--- src/rtl/mem_stage_ctrl_pkg.sv ---
// Shared pipeline definitions for the MEM stage.
// State encodings for data-SRAM response tracking.
package mem_stage_ctrl_pkg;

  typedef enum logic [1:0] {
    MEM_IDLE = 2'd0,
    MEM_WAIT = 2'd1,
    MEM_DONE = 2'd2
  } mem_state_e;

endpackage

--- src/rtl/mem_stage_ctrl_discard.sv ---
// Counter of killed in-flight data-SRAM requests whose
// late data_ok beats must be dropped.
module resp_discard_cnt
  import mem_stage_ctrl_pkg::*;
#(
  parameter int CNT_W = 2
) (
  input  logic       clk,
  input  logic       rst,
  input  logic [1:0] inc_i,
  input  logic       dec_i,
  output logic       cnt_zero_o
);

  logic [CNT_W-1:0] cnt_q;
  logic [CNT_W-1:0] cnt_d;

  // Increment and decrement on the same edge apply as a net change.
  assign cnt_d = cnt_q - CNT_W'(dec_i) + CNT_W'(inc_i);

  always_ff @(posedge clk or posedge rst) begin
    if (rst) cnt_q <= '0;
    else     cnt_q <= cnt_d;
  end

  assign cnt_zero_o = (cnt_q == '0);

endmodule

--- src/rtl/mem_stage_ctrl.sv ---
// MEM-stage controller: tracks data-SRAM responses, buffers
// load data while WB stalls, and drops responses of flushed ops.
module mem_stage_ctrl
  import mem_stage_ctrl_pkg::*;
#(
  parameter int DATA_W = 32,
  parameter int CNT_W  = 2
) (
  input  logic              clk,
  input  logic              rst,
  input  logic              exe_to_mem_valid,
  input  logic              exe_need_resp,
  output logic              mem_allow_in,
  input  logic              data_sram_data_ok,
  input  logic [DATA_W-1:0] data_sram_rdata,
  input  logic              wb_allow_in,
  input  logic              flush,
  output logic              mem_valid,
  output logic              mem_ready_go,
  output logic              mem_to_wb_valid,
  output logic [DATA_W-1:0] mem_rdata,
  output logic              discard_pending
);

  mem_state_e        state_q, state_d;
  logic [DATA_W-1:0] rbuf_q, rbuf_d;
  logic              valid_q, valid_d;

  logic       cnt_zero;
  logic       resp_ok;
  logic       enter;
  logic       kill_wait;
  logic       kill_enter;
  logic [1:0] disc_inc;
  logic       disc_dec;
  mem_state_e entry_st;

  // A beat only belongs to the MEM op once older discards drained.
  assign resp_ok = data_sram_data_ok & cnt_zero;

  assign mem_valid    = valid_q;
  assign mem_ready_go = (state_q != MEM_WAIT) | resp_ok;
  assign mem_allow_in = ~valid_q | (mem_ready_go & wb_allow_in);
  assign mem_to_wb_valid = valid_q & mem_ready_go & ~flush;
  assign mem_rdata = (state_q == MEM_DONE) ? rbuf_q
                                           : data_sram_rdata;
  assign discard_pending = ~cnt_zero;

  assign enter = mem_allow_in & exe_to_mem_valid & ~flush;
  assign entry_st = (enter & exe_need_resp) ? MEM_WAIT
                                            : MEM_IDLE;

  assign kill_wait  = flush & (state_q == MEM_WAIT) & ~resp_ok;
  assign kill_enter = flush & exe_to_mem_valid & exe_need_resp;
  assign disc_inc   = {1'b0, kill_wait} + {1'b0, kill_enter};
  assign disc_dec   = data_sram_data_ok & ~cnt_zero;

  always_comb begin
    valid_d = valid_q;
    if (flush)             valid_d = 1'b0;
    else if (mem_allow_in) valid_d = exe_to_mem_valid;
  end

  always_comb begin
    state_d = state_q;
    rbuf_d  = rbuf_q;
    if (flush) begin
      state_d = MEM_IDLE;
    end else begin
      unique case (state_q)
        MEM_IDLE: begin
          if (enter) state_d = entry_st;
        end
        MEM_WAIT: begin
          if (resp_ok) begin
            if (wb_allow_in) begin
              state_d = entry_st;
            end else begin
              state_d = MEM_DONE;
              rbuf_d  = data_sram_rdata;
            end
          end
        end
        MEM_DONE: begin
          if (wb_allow_in) state_d = entry_st;
        end
        default: state_d = MEM_IDLE;
      endcase
    end
  end

  always_ff @(posedge clk or posedge rst) begin
    if (rst) begin
      state_q <= MEM_IDLE;
      rbuf_q  <= '0;
      valid_q <= 1'b0;
    end else begin
      state_q <= state_d;
      rbuf_q  <= rbuf_d;
      valid_q <= valid_d;
    end
  end

  resp_discard_cnt #(
    .CNT_W(CNT_W)
  ) u_discard (
    .clk       (clk),
    .rst       (rst),
    .inc_i     (disc_inc),
    .dec_i     (disc_dec),
    .cnt_zero_o(cnt_zero)
  );

endmodule

--- config.mk ---
export PLATFORM = sky130hd
export DESIGN_NAME = mem_stage_ctrl
export DESIGN_NICKNAME = d
export VERILOG_FILES = /design/src/rtl/mem_stage_ctrl_pkg.sv /design/src/rtl/mem_stage_ctrl_discard.sv /design/src/rtl/mem_stage_ctrl.sv
export SDC_FILE = /design/constraint.sdc
export NUM_CORES = 1
export LEC_CHECK = 0
export ABC_AREA = 0
export BUFFER_PORTS_ARGS = -buffer_cell sky130_fd_sc_hd__buf_2
export CORE_AREA = 3 3 66 68
export CTS_CLUSTER_DIAMETER = 120
export DETAILED_ROUTE_END_ITERATION = 12
export DIE_AREA = 0 0 69 71
export PLACE_DENSITY = 0.9
export SLEW_MARGIN = 30
export SYNTH_ARGS = -nofsm -noshare
export SYNTH_HDL_FRONTEND = slang
export SYNTH_SLANG_ARGS = --single-unit
--- constraint.sdc ---
create_clock -name clk -period 3.4 [get_ports clk]
set_input_delay 0.68 -clock clk [delete_from_list [all_inputs] [get_ports clk]]
set_output_delay 0.68 -clock clk [all_outputs]
set_load 0.1 [all_outputs]
==> reports/metrics.csv <==
stage;metric;value;unit
clocking;hold_buffers;0;
timing;tns;0;ns
status;status;complete, no violations;
placed_design;dp.cells;257;
critical_path;crit_start;state_q[1]$_DFFE_PP0P_;
placed_design;hpwl;3.00;mm
clocking;cts_resized;0;
timing;tightest_slew;0.812;ns
timing;rsz0062_at_grt;false;
yosys;yosys.area.top_type;dfrtp_1;
detailed_routing;dr_wl_met2;2.01;mm
yosys;syn_avg_cell_area;14.9;um2
yosys;synth_fp_nets;178;
timing;setup-violations-final;0;
grt;grt_usage;0.172;
detailed_routing;drt_iter0_drc;41;
clocking;path_clk_slew;0.07;ns
yosys;synth_edf_count;0;
critical_path;critical_path_class;flop to primary output;
timing;hold_viol;0;
floorplan;io-pin-count;76;
critical_path;reg2reg_slack;1.42;ns
timing;fmax;0.391;GHz
critical_path;worstRegToRegCells;3;
detailed_routing;routed.top_layer;met4;
floorplan;placeableCoreArea;0.00391;mm2
grt;grt_start_max_net_pins;34;
floorplan;rows;23;
floorplan;die_x;69;um
timing;clock_skew;0.00305;ns
yosys;yosys-top-cells-count;dfrtp_1, mux2_2, mux2_4;
finish;diodes;0;
critical_path;rr_endpoint;rbuf_q[13]$_DFFE_PP0P_;
finish;nets;255;
yosys;synth_cells;137;
floorplan;die_y;71;um
yosys;netlist_area;0.00204;mm2
grt;grt_pass1_wl;6.60;mm
pwr;p_per_area;618;mW/mm2
yosys;yosysTopAreaCellShare;0.455;
timing;fin_crit_sh;0.753;
detailed_routing;dr.pass1.iters;2;
yosys;synthArstFlopShare;1.00;
critical_path;r2r_start;u_discard.cnt_q[1]$_DFF_PP0_;
run;cap_violations;0;
critical_path;crit_path_end;mem_rdata[14];
detailed_routing;drt-total-wl;4.04;mm
grt;antenna_found_initial;0;
clocking;cts_setup_buffers;0;
pwr;vdd_drop_max;0.372;mV
detailed_routing;detail-route-antenna-nets;0;
finish;final_area;0.00252;mm2
timing;relSlewSlack;0.458;
yosys;yosys-top-cells-area;dfrtp_1, mux2_4, mux2_2;
detailed_routing;vias_per_cell;4.95;
floorplan;initial_core_util;0.520;
critical_path;critical_path.max_fanout;33;
clocking;cts_tree;done;
yosys;ys_ff_latch;37;
grt;grt_pass1_vias;1385;
yosys;ys_types;26;
yosys;ys_warn_count;0;
pwr;leakage;1.37;nW
finish;area_growth;23.9;%
clocking;htree_levels;2;
critical_path;endpoint_kind;primary output;
min_path;holdCritPathClass;input port to async pin;
yosys;synth_most_common_cell;dfrtp_1;
critical_path;start_kind;flop;
yosys;synth_flop_cell;dfrtp_1;
timing;slew_viol_final;0;
clocking;root_buffer;clkbuf_8;
yosys;yosysSeqAreaShare;0.455;
detailed_routing;vias;1312;
placed_design;gp_congestion;0.712;
detailed_routing;drc;0;
grt;grt_overflow_total;0;
finish;layout.cells.non_filler;265;
detailed_routing;routedWlPerCell;15.2;um
placed_design;numPortBuffers;75;
clocking;clk_latency;0.28;ns
clocking;cts_sinks;37;
placed_design;dpl-instance-area;0.00244;mm2
placed_design;pre_cts_ws;1.06;ns
critical_path;worstPathRequired;2.72;ns
finish;drive_gt1_frac;0.721;
floorplan;die_area;0.00490;mm2
clocking;cts_made_buffers;5;
detailed_routing;met3_length;203;um
timing;fin_crit;2.56;ns
critical_path;critPathArrivalTime;1.88;ns
finish;finish.utilization;0.645;
clocking;clockBufferDepth;2;
detailed_routing;wirelength_met1;1.76;mm
timing;timing.final.ws_setup;0.840;ns
cells by family after synthesis:
logic type | count (synthesis) | synth area share
fa+ha+maj | 2 | 0.0160
xor+xnor | 2 | 0.00861
buf+inv | 13 | 0.0375
simple gates | 12 | 0.0479
compound gates | 7 | 0.0258
mux | 64 | 0.409
flops | 37 | 0.455
routing by layer:
| layer | vias to the layer above | track usage |
|---|---|---|
| met5 | - | 0 |
| met4 | 0 | 0.0716 |
| met3 | 7 | 0.0398 |
| met2 | 40 | 0.284 |
| met1 | 625 | 0.219 |
| li1 | 640 | - |
cell type report:
cell class	instances	area [um2]
clock inverters	2	10.0
flip-flops and latches	37	926
repair buffers	77	390
clock buffers	6	72.6
multi-input cells	87	1040
inverters	6	22.5
well taps	50	62.6
fillers	330	1390
how the worst min path moves through the flow:
stage,endpoint,depth (start not counted)
floorplan,rbuf_q[8]$_DFFE_PP0P_,1
global placement,rbuf_q[8]$_DFFE_PP0P_,1
detailed placement,rbuf_q[7]$_DFFE_PP0P_,1
CTS,rbuf_q[31]$_DFFE_PP0P_,1
global route,rbuf_q[18]$_DFFE_PP0P_,2
finish,rbuf_q[18]$_DFFE_PP0P_,2
sequential cells by signal, summed over array words and instances, names as in the netlist:
signal,count
rbuf_q,32
mem_valid,1
u_discard.cnt_q,2
state_q,2
power by group:
part           switching [mW]  internal (mW)  total (mW)
Combinational           0.358          0.244       0.603
Clock                   0.147          0.142       0.289
Sequential             0.0901          0.576       0.666
worst max-delay path, cell delays in order (launching register included):
cell and delay, ns:
dfrtp_1 0.43, nand2b_1 0.09, buf_4 0.38, mux2_2 0.40
buf_2 0.29
through the flow:
stage,power (mW),hold WS (ns)
floorplan,1.17,0.475
global placement,1.25,0.485
detailed placement,1.28,0.490
CTS,1.58,0.510
global route,1.64,0.464
finish,1.56,0.423
placed cells by master, fill, tap and decap left out, types with 2 or more instances in the layout:
| cell | instances |
|---|---|
| clkbuf_8 | 5 |
| mux2_4 | 30 |
| xnor2_1 | 2 |
| dfrtp_1 | 37 |
| buf_4 | 2 |
| buf_2 | 75 |
| a21boi_0 | 2 |
| mux2_2 | 34 |
| inv_1 | 5 |
| clkinv_2 | 2 |
| nand3_1 | 2 |
Power figures use the tool's default switching activity.
